File: src/rtl/ex_mem_pipe_reg_pkg.sv
// Shared definitions for the EX->MEM pipeline register: branch funct3 encodings
// and the width of one packed pipe entry.
package ex_mem_pipe_reg_pkg;

  typedef enum logic [2:0] {
    BR_BEQ  = 3'b000,
    BR_BNE  = 3'b001,
    BR_BLT  = 3'b100,
    BR_BGE  = 3'b101,
    BR_BLTU = 3'b110,
    BR_BGEU = 3'b111
  } br_funct3_e;

  // memToReg, regWrite, memRead, memWrite
  localparam int ENTRY_CTRL_BITS = 4;

  // Entry = control bits + ALU/link value + store data + destination register.
  function automatic int pipe_entry_width(input int word_bits, input int reg_bits);
    return ENTRY_CTRL_BITS + 2 * word_bits + reg_bits;
  endfunction

endpackage

File: src/rtl/ex_branch_cmp.sv
// Combinational branch condition: evaluates the funct3 compare mode on the
// forwarded operands. Undefined funct3 codes never take.
module ex_branch_cmp
  import ex_mem_pipe_reg_pkg::*;
#(
  parameter int WORD_BITWIDTH = 32
) (
  input  logic [2:0]               i_funct3,
  input  logic [WORD_BITWIDTH-1:0] i_a,
  input  logic [WORD_BITWIDTH-1:0] i_b,
  output logic                     o_cond
);

  logic w_eq;
  logic w_lt_s;
  logic w_lt_u;

  assign w_eq   = (i_a == i_b);
  assign w_lt_s = ($signed(i_a) < $signed(i_b));
  assign w_lt_u = (i_a < i_b);

  always_comb begin
    o_cond = 1'b0;
    case (i_funct3)
      BR_BEQ:  o_cond = w_eq;
      BR_BNE:  o_cond = ~w_eq;
      BR_BLT:  o_cond = w_lt_s;
      BR_BGE:  o_cond = ~w_lt_s;
      BR_BLTU: o_cond = w_lt_u;
      BR_BGEU: o_cond = ~w_lt_u;
      default: o_cond = 1'b0;
    endcase
  end

endmodule

File: src/rtl/ex_mem_pipe_reg.sv
// EX->MEM pipeline register with valid/ready handshake, one-entry skid buffer,
// flush, and in-stage branch/jump resolution producing a one-cycle PCSrc pulse.
module ex_mem_pipe_reg
  import ex_mem_pipe_reg_pkg::*;
#(
  parameter int WORD_BITWIDTH    = 32,
  parameter int REG_NUM_BITWIDTH = 5,
  parameter int FLUSH_ON_TAKEN   = 1
) (
  input  logic                        clk,
  input  logic                        rst,
  input  logic                        ex_valid,
  output logic                        ex_ready,
  input  logic                        flush,
  input  logic                        memToReg,
  input  logic                        regWrite,
  input  logic                        memRead,
  input  logic                        memWrite,
  input  logic                        branch,
  input  logic                        jump,
  input  logic                        jalr,
  input  logic [2:0]                  br_funct3,
  input  logic [WORD_BITWIDTH-1:0]    cmp_a,
  input  logic [WORD_BITWIDTH-1:0]    cmp_b,
  input  logic [WORD_BITWIDTH-1:0]    ALUresult,
  input  logic [WORD_BITWIDTH-1:0]    readData2,
  input  logic [REG_NUM_BITWIDTH-1:0] regToWrite,
  input  logic [WORD_BITWIDTH-1:0]    ex_pc,
  input  logic [WORD_BITWIDTH-1:0]    ex_imm,
  output logic                        mem_valid,
  input  logic                        mem_ready,
  output logic                        mem_memToReg,
  output logic                        mem_memRead,
  output logic                        mem_memWrite,
  output logic                        mem_regWrite,
  output logic [WORD_BITWIDTH-1:0]    mem_ALUresult,
  output logic [WORD_BITWIDTH-1:0]    mem_readData2,
  output logic [REG_NUM_BITWIDTH-1:0] mem_regToWrite,
  output logic                        PCSrc,
  output logic [WORD_BITWIDTH-1:0]    branch_pc
);

  localparam int ENTRY_W = pipe_entry_width(WORD_BITWIDTH, REG_NUM_BITWIDTH);

  typedef struct packed {
    logic                        mem_to_reg;
    logic                        reg_write;
    logic                        mem_read;
    logic                        mem_write;
    logic [WORD_BITWIDTH-1:0]    alu_result;
    logic [WORD_BITWIDTH-1:0]    store_data;
    logic [REG_NUM_BITWIDTH-1:0] rd;
  } entry_t;

  logic [ENTRY_W-1:0]       r_out;
  logic [ENTRY_W-1:0]       r_skid;
  logic                     r_mem_valid;
  logic                     r_skid_full;
  logic                     r_ex_ready;
  logic                     r_pcsrc;
  logic [WORD_BITWIDTH-1:0] r_branch_pc;
  logic                     r_drop_next;

  logic                     w_cond;
  logic                     w_is_jump;
  logic                     w_taken;
  logic                     w_accept;
  logic                     w_advance;
  logic                     w_taken_accept;
  logic [WORD_BITWIDTH-1:0] w_target;
  logic [WORD_BITWIDTH-1:0] w_link;
  entry_t                   w_in_s;
  logic [ENTRY_W-1:0]       w_in;
  entry_t                   w_out_s;

  ex_branch_cmp #(
    .WORD_BITWIDTH(WORD_BITWIDTH)
  ) u_branch_cmp (
    .i_funct3(br_funct3),
    .i_a     (cmp_a),
    .i_b     (cmp_b),
    .o_cond  (w_cond)
  );

  assign w_is_jump = jump | jalr;
  assign w_taken   = w_is_jump | (branch & w_cond);
  assign w_target  = jalr ? (ALUresult & ~WORD_BITWIDTH'(1)) : (ex_pc + ex_imm);
  assign w_link    = w_is_jump ? (ex_pc + WORD_BITWIDTH'(4)) : ALUresult;

  // The cycle after a taken accept carries a wrong-path instruction; it is ignored.
  assign w_accept       = ex_valid & r_ex_ready & ~flush & ~r_drop_next;
  assign w_advance      = ~r_mem_valid | mem_ready;
  assign w_taken_accept = w_accept & w_taken;

  always_comb begin
    w_in_s            = '0;
    w_in_s.mem_to_reg = memToReg;
    w_in_s.reg_write  = regWrite;
    w_in_s.mem_read   = memRead;
    w_in_s.mem_write  = memWrite;
    w_in_s.alu_result = w_link;
    w_in_s.store_data = readData2;
    w_in_s.rd         = regToWrite;
  end

  assign w_in    = w_in_s;
  assign w_out_s = entry_t'(r_out);

  always_ff @(posedge clk or negedge rst) begin
    if (!rst) begin
      r_out       <= '0;
      r_skid      <= '0;
      r_mem_valid <= 1'b0;
      r_skid_full <= 1'b0;
      r_ex_ready  <= 1'b1;
      r_pcsrc     <= 1'b0;
      r_branch_pc <= '0;
      r_drop_next <= 1'b0;
    end else if (flush) begin
      r_mem_valid <= 1'b0;
      r_skid_full <= 1'b0;
      r_ex_ready  <= 1'b1;
      r_pcsrc     <= 1'b0;
      r_drop_next <= 1'b0;
    end else begin
      r_pcsrc     <= w_taken_accept;
      r_drop_next <= (FLUSH_ON_TAKEN != 0) && w_taken_accept;
      if (w_taken_accept) begin
        r_branch_pc <= w_target;
      end

      if (w_advance) begin
        if (r_skid_full) begin
          // Skid drains first; a simultaneous accept refills it to keep order.
          r_out       <= r_skid;
          r_mem_valid <= 1'b1;
          r_skid_full <= w_accept;
          r_ex_ready  <= ~w_accept;
          if (w_accept) begin
            r_skid <= w_in;
          end
        end else begin
          r_mem_valid <= w_accept;
          r_ex_ready  <= 1'b1;
          if (w_accept) begin
            r_out <= w_in;
          end
        end
      end else if (w_accept) begin
        r_skid      <= w_in;
        r_skid_full <= 1'b1;
        r_ex_ready  <= 1'b0;
      end
    end
  end

  assign ex_ready       = r_ex_ready;
  assign mem_valid      = r_mem_valid;
  assign mem_memToReg   = w_out_s.mem_to_reg & r_mem_valid;
  assign mem_regWrite   = w_out_s.reg_write & r_mem_valid;
  assign mem_memRead    = w_out_s.mem_read & r_mem_valid;
  assign mem_memWrite   = w_out_s.mem_write & r_mem_valid;
  assign mem_ALUresult  = w_out_s.alu_result;
  assign mem_readData2  = w_out_s.store_data;
  assign mem_regToWrite = w_out_s.rd;
  assign PCSrc          = r_pcsrc;
  assign branch_pc      = r_branch_pc;

endmodule
File: config.mk
export PLATFORM = sky130hd
export DESIGN_NAME = ex_mem_pipe_reg
export DESIGN_NICKNAME = d
export VERILOG_FILES = /design/src/rtl/ex_mem_pipe_reg_pkg.sv /design/src/rtl/ex_branch_cmp.sv /design/src/rtl/ex_mem_pipe_reg.sv
export SDC_FILE = /design/constraint.sdc
export NUM_CORES = 1
export LEC_CHECK = 0
export CAP_MARGIN = 15
export CORE_MARGIN = 4
export CORE_UTILIZATION = 45
export DETAILED_ROUTE_END_ITERATION = 7
export PLACE_DENSITY = 0.76
export REMOVE_ABC_BUFFERS = 1
export SKIP_CTS_REPAIR_TIMING = 1
export SYNTH_ARGS = -nofsm -noshare
export SYNTH_HDL_FRONTEND = slang
export SYNTH_SLANG_ARGS = --single-unit
File: constraint.sdc
create_clock -name clk -period 2.2 [get_ports clk]
set_input_delay 0.33 -clock clk [delete_from_list [all_inputs] [get_ports clk]]
set_output_delay 0.33 -clock clk [all_outputs]
set_load 0.01 [all_outputs]
==> results of run 1 <==
-- sequential cells by signal, summed over array words and instances, names as in the netlist --
register / flops
r_skid: 73
r_out: 73
branch_pc: 32
ex_ready: 1
mem_valid: 1
r_skid_full: 1
r_drop_next: 1
-- report_power, final --
| group | leakage [nW] | internal [mW] | switching (mW) | total [mW] |
|---|---|---|---|---|
| Sequential | 2.23 | 4.33 | 0.519 | 4.85 |
| Clock | 0.284 | 1.53 | 1.54 | 3.07 |
| Combinational | 5.45 | 2.44 | 2.00 | 4.44 |
-- final timing paths --
kind / cells after the start / start / slack, ps / end
worst max-delay path: 12 / ex_pc[6] / -180 / branch_pc[31]
worst min-delay path: 4 / ex_pc[0] / 260 / branch_pc[0]
worst max register to register: 6 / ex_ready / 60 / branch_pc[30]
worst min register to register: 2 / r_out[72] / 480 / r_out[72]
max in group asynchronous: 3 / rst / 1180 / branch_pc[31]
min in group asynchronous: 2 / rst / 350 / r_out[5]
-- kinds of logic after synthesis --
kind of cell | count (synthesis) | share of synthesized area
XOR/XNOR | 56 | 0.04346
multiplexers | 103 | 0.09679
AND/OR/NAND/NOR | 339 | 0.1358
AO/OA/AOI/OAI | 331 | 0.1657
adder cells (fa/ha/maj) | 65 | 0.07273
buffers and inverters | 176 | 0.08182
flip-flops | 182 | 0.4037
-- through the flow --
| step | cell area, sq um | total power [mW] |
|---|---|---|
| 2_1_floorplan | 10540 | 6.654 |
| 3_3_place_gp | 15250 | 8.775 |
| 3_5_place_dp | 15250 | 8.927 |
| 4_1_cts | 15840 | 12.01 |
| 5_1_grt | 17370 | 13.07 |
| 6_report | 17370 | 12.36 |
-- area by class of cell --
| type | instances | area [sq um] |
|---|---|---|
| Clock buffer | 18 | 429.2 |
| Timing Repair Buffer | 473 | 4721 |
| Antenna cell | 12 | 30.03 |
| Multi-Input combinational cell | 894 | 6883 |
| Sequential cell | 182 | 4559 |
| Inverter | 47 | 178.9 |
| Clock inverter | 14 | 165.2 |
| Tap cell | 324 | 405.4 |
| Fill cell | 1748 | 7091 |
-- worst reg2reg max path: stages, from the launching register on --
cell	delay, ps
sky130_fd_sc_hd__dfstp_2	560
sky130_fd_sc_hd__nor4bb_1	390
sky130_fd_sc_hd__nand4_1	230
sky130_fd_sc_hd__o22ai_4	190
sky130_fd_sc_hd__buf_12	170
sky130_fd_sc_hd__or4b_4	470
sky130_fd_sc_hd__nand3_2	70
-- per-layer routing --
metal	share of wire	GRT usage	vias to the layer above	routed length (um)
li1	-	-	5029	-
met1	0.42	0.3016	5039	15500
met2	0.51	0.4011	313	18840
met3	0.044	0.03594	63	1640
met4	0.032	0.07222	0	1196
met5	0	0	-	0
-- cells in the mapped netlist (2+ instances only) --
cell type                  count  area (sq um)
sky130_fd_sc_hd__o211ai_1      8         60.06
sky130_fd_sc_hd__and3_1        5         31.28
sky130_fd_sc_hd__and4_1        3         26.28
sky130_fd_sc_hd__buf_4        69         518.0
sky130_fd_sc_hd__o21ai_1       2         10.01
sky130_fd_sc_hd__o31ai_1       6         45.04
sky130_fd_sc_hd__or2_2         5         31.28
sky130_fd_sc_hd__or3_1         4         25.02
sky130_fd_sc_hd__nand2_1     136         510.5
sky130_fd_sc_hd__a21o_1       18         135.1
sky130_fd_sc_hd__nand4_1      17         106.4
sky130_fd_sc_hd__nor4_1        3         18.77
sky130_fd_sc_hd__o21ai_0     120         600.6
sky130_fd_sc_hd__and2_1       10         62.56
sky130_fd_sc_hd__nor4_4        2         42.54
sky130_fd_sc_hd__xor2_1       28         245.2
sky130_fd_sc_hd__xnor2_1      28         245.2
sky130_fd_sc_hd__a211oi_1      9         67.56
sky130_fd_sc_hd__nand2b_1      6         37.54
sky130_fd_sc_hd__ha_1         64         800.8
sky130_fd_sc_hd__o21bai_1      2         15.01
sky130_fd_sc_hd__nor3_1        5         25.02
sky130_fd_sc_hd__a31oi_1       6         37.54
sky130_fd_sc_hd__o22ai_1       2         12.51
sky130_fd_sc_hd__buf_2         3         15.01
sky130_fd_sc_hd__clkbuf_1     47         176.4
sky130_fd_sc_hd__dfrtp_1     181          4529
sky130_fd_sc_hd__mux2i_1      57         570.6
sky130_fd_sc_hd__mux2_2       45         506.7
sky130_fd_sc_hd__nand3_1      18         90.09
sky130_fd_sc_hd__nor2b_1       6         37.54
sky130_fd_sc_hd__a21boi_0      2         15.01
sky130_fd_sc_hd__inv_1        47         176.4
sky130_fd_sc_hd__o21a_1        8         60.06
sky130_fd_sc_hd__nor2_1      111         416.7
sky130_fd_sc_hd__buf_1        10         37.54
sky130_fd_sc_hd__a21oi_1     139         695.7
==> results_dict.tcl, run 1 <==
set metrics [dict create \
    route.detailed.vias_per_inst 5.318 \
    placement_rows 57 \
    fp.dieArea_sq_um 27680 \
    layout_setup_ws_ps -177.8 \
    criticalPathCategory "in -> reg" \
    crit_fanout 5 \
    total_leakage_power_nw 7.966 \
    antenna_violations_before_repair 10 \
    worstMarginPinSlew_ps 608.8 \
    port_buffers 319 \
    vdd_drop_max_mv 0.5527 \
    async_flop_share 1.000 \
    dp_slack_ps -1183 \
    post_synth_inst_count 1252 \
    power_per_cell_area_nw_per_um2 711.5 \
    clock_slew_at_reported_path_ffs_ps 80 \
    setup.worst_path.end_class "flop" \
    clock_latency_of_the_later_clocked_register_in_the_worst_skew_pair_ps 430 \
    chipHeight_um 166.4 \
    floorplan.io_pins 320 \
    critPathBufInv 2 \
    status "finished, violations left" \
    globalplace.congestion 0.8926 \
    synth-main-ff-cell "sky130_fd_sc_hd__dfrtp_1" \
    drv_cap 0 \
    wl_per_cell_um 18.93 \
    finalHoldViolCount 0 \
    synthDistinctLibCells 57 \
    postLayoutCoreUtil 0.7101 \
    placedCellCount 1891 \
    routed-via-count 10440 \
    tns_ps -2949 \
    fin_nets 1892 \
    hold-worst-slack_ps 259.4 \
    synth-seq-area-share 0.4037 \
    mostFrequentLayoutCell "sky130_fd_sc_hd__clkdlybuf4s50_1" \
    timing.max_slew.rel_slack 0.5941 \
    drt_first_pass_iters 5 \
    setup-violations-final 31 \
    crit_slowest_cell "sky130_fd_sc_hd__a2111oi_4" \
    syn2layout_area_growth_pct 53.92 \
    initial_core_utilization 0.4614 \
    finalNonFillerCells 1964 \
    final-max-slew-violation-count 0 \
    place_hpwl_mm 25.98 \
    synth-seq-cells 182 \
    grt_overflow 0 \
    fmaxAchievable_mhz 420.6 \
    fin_crit_ps 2378 \
    cp_data_required_time_ps 2560 \
    failed_checks "setup timing" \
    synth_area_per_inst_sq_um 9.014 \
    number_of_global_route_vias_before_repair 9896 \
    dr.first_iter.drc_count 888 \
    floorplan.die.width_um 166.4 \
    synth-edff-count 0 \
    unrepaired_setup_endpoints_after_global_routing "yes" \
    grt_max_degree 108 \
    period_share 1.081 \
    maximum_level_of_the_cts_h_tree 4 \
    max_stage_delay_ps 370 \
    drtAntennaViolNets 0 \
    cts-buffers-inserted 17 \
    grtUsageTotal 0.2324 \
    clockRootBuffer "sky130_fd_sc_hd__clkbuf_16" \
    skew_ps 11.13 \
    drc_errors 0 \
    yosysWarnings 0 \
    worstPathArrival_ps 2740 \
    mappedNetlistArea_sq_um 11290 \
    max-clock-path-buffers 2 \
    holdCritPathClass "in -> reg" \
    core_sq_um 24460 \
    critPathTopFamily "compound AO/OA/AOI/OAI gates" \
    numClockSinks 182 \
    wl_mm 37.17 \
    timing.critical_path.cells "buf_2, ha_4, o21ai_4, a2111oi_4, a221oi_2, buf_4, o311ai_4, and2_4, a311o_1, nand4_1, mux2_4, o22ai_2" \
    cts_tree "yes" \
    layout.cells.most_common_list "209 x sky130_fd_sc_hd__clkdlybuf4s50_1, 180 x sky130_fd_sc_hd__dfrtp_1, 133 x sky130_fd_sc_hd__nand2_1" \
    startpoint_type "input port" \
    drive_above_1_share 0.2629 \
    global_route_wire_length_before_repair_mm 52.72 \
]
Power figures use the tool's default switching activity.
==> inputs of run 2 (changes only) <==
--- a/config.mk
+++ b/config.mk
@@ -6,6 +6,7 @@
 export NUM_CORES = 1
 export LEC_CHECK = 0
 export CAP_MARGIN = 15
+export CORE_ASPECT_RATIO = 0.75
 export CORE_MARGIN = 4
 export CORE_UTILIZATION = 45
 export DETAILED_ROUTE_END_ITERATION = 7
==> results_dict.tcl, run 2 (synthesis results as in run 1) <==
set metrics [dict create \
    max_stage_delay_ps 470 \
    criticalPathCategory "in -> reg" \
    wl_mm 37.27 \
    antenna_violations_before_repair 11 \
    vdd_drop_max_mv 0.6121 \
    maximum_level_of_the_cts_h_tree 4 \
    cts-buffers-inserted 17 \
    placed_standard_cell_area_sq_um 15380 \
    drc_errors 0 \
    routed-via-count 10570 \
    place_hpwl_mm 26.64 \
    finalHoldViolCount 0 \
    initial_core_utilization 0.4637 \
    wl_per_cell_um 18.94 \
    crit_slowest_cell "sky130_fd_sc_hd__or4b_4" \
    grtUsageTotal 0.2429 \
    fin_nets 1897 \
    clockRootBuffer "sky130_fd_sc_hd__clkbuf_16" \
    syn2layout_area_growth_pct 52.98 \
    unrepaired_setup_endpoints_after_global_routing "yes" \
    worstMarginPinSlew_ps 605.4 \
    chipHeight_um 145.2 \
    period_share 1.112 \
    port_buffers 319 \
    cp_data_required_time_ps 2580 \
    total_leakage_power_nw 7.924 \
    failed_checks "setup timing" \
    number_of_global_route_vias_before_repair 10080 \
    setup-violations-final 32 \
    global_route_wire_length_before_repair_mm 54.27 \
    fmaxAchievable_mhz 408.8 \
    core_sq_um 24340 \
    fp.dieArea_sq_um 27700 \
    numClockSinks 182 \
    layout_setup_ws_ps -246.1 \
    grt_max_degree 93 \
    skew_ps 9.546 \
    crit_fanout 6 \
    ff_latch_area_sq_um 4559 \
    fin_crit_ps 2446 \
    timing.critical_path.cells "buf_6, inv_4, ha_4, nor2b_1, o211ai_1, a21boi_4, o41ai_4, a31oi_2, o22ai_4, buf_12, or4b_4, nand3_2" \
    max-clock-path-buffers 2 \
    final-max-slew-violation-count 0 \
    power_per_cell_area_nw_per_um2 716.0 \
    finalPower_mw 12.36 \
    setup.worst_path.end_class "flop" \
    status "finished, violations left" \
    timing.max_slew.rel_slack 0.5964 \
    startpoint_type "input port" \
    drv_cap 0 \
    drtAntennaViolNets 0 \
    mostFrequentLayoutCell "sky130_fd_sc_hd__clkdlybuf4s50_1" \
    drt_first_pass_iters 7 \
    multi_input_area_sq_um 6869 \
    hold-worst-slack_ps 237.8 \
    holdCritPathClass "in -> reg" \
    placement_rows 49 \
    clock_slew_at_reported_path_ffs_ps 80 \
    worstPathArrival_ps 2820 \
    dr.first_iter.drc_count 676 \
    drive_above_1_share 0.2658 \
    layout.cell_area.non_filler_sq_um 17270 \
    cts_tree "yes" \
    globalplace.congestion 0.9188 \
    fillCellCount 1776 \
    layout.cells.most_common_list "209 x sky130_fd_sc_hd__clkdlybuf4s50_1, 180 x sky130_fd_sc_hd__dfrtp_1, 141 x sky130_fd_sc_hd__buf_4" \
    clock_latency_of_the_later_clocked_register_in_the_worst_skew_pair_ps 440 \
    floorplan.die.width_um 190.9 \
    floorplan.io_pins 320 \
    route.detailed.vias_per_inst 5.368 \
    grt_overflow 0 \
]
[run 2: cell types whose count changed in the layout (fill, tap and decap cells not counted), moves of 4 or more]
cell                             change
sky130_fd_sc_hd__ha_4                -4
sky130_fd_sc_hd__nor2_1             -17
sky130_fd_sc_hd__nor2_2             +13
sky130_fd_sc_hd__buf_4              +12
sky130_fd_sc_hd__a21oi_1            +17
sky130_fd_sc_hd__a21oi_2            -17
sky130_fd_sc_hd__dlymetal6s2s_1      -7
sky130_fd_sc_hd__clkbuf_2           +11
sky130_fd_sc_hd__diode_2             -8
sky130_fd_sc_hd__nor2_4              +4
[run 2: final timing paths]
path                            start            end  slack, ps  cells after the start
max                          cmp_b[1]  branch_pc[30]       -250                     12
min                          ex_pc[0]   branch_pc[0]        240                      4
max reg2reg                  ex_ready  branch_pc[30]        160                      6
min reg2reg                r_skid[42]     r_skid[42]        480                      2
max in group asynchronous         rst     r_skid[36]       1110                      3
min in group asynchronous         rst      r_out[16]        420                      2
[run 2: area by class of cell]
| type | count | area share |
|---|---|---|
| clock buffer | 17 | 0.02464 |
| antenna | 4 | 0.0005798 |
| clock inverter | 15 | 0.009493 |
| timing repair buffer | 478 | 0.2690 |
| inverter | 47 | 0.01036 |
| sequential | 182 | 0.2641 |
| tap | 331 | 0.02399 |
| multi-input combinational | 894 | 0.3979 |
[run 2: power breakdown]
part	internal [mW]	switching (mW)	total, mW
Clock	1.52	1.54	3.06
Combinational	2.43	1.97	4.40
Sequential	4.33	0.568	4.90
[run 2: routing by layer]
| metal | vias to the layer above | track usage | routed length [um] |
|---|---|---|---|
| met2 | 359 | 0.3830 | 17550 |
| met5 | - | 0 | 55 |
| li1 | 5021 | - | - |
| met4 | 8 | 0.06246 | 739 |
| met1 | 5114 | 0.3391 | 16370 |
| met3 | 63 | 0.05716 | 2550 |
[run 2: metrics by stage]
stage               setup TNS (ps)    util  setup slack, ps  std cells
floorplan                  -931500       -            -7542       1123
global placement            -53950  0.6320            -1123       1910
detailed placement          -55880  0.6320            -1210       1910
CTS                         -22780  0.6562           -756.1       1942
global route                 -4698  0.7094           -257.2       1968
finish                       -3486  0.7094           -246.1       1968
[run 2: worst max-delay path, delay by kind of cell]
family          cells  cell delay, ps
simple gates        3             660
fa+ha+maj           1             190
buf+inv             3             320
compound gates      5            1320
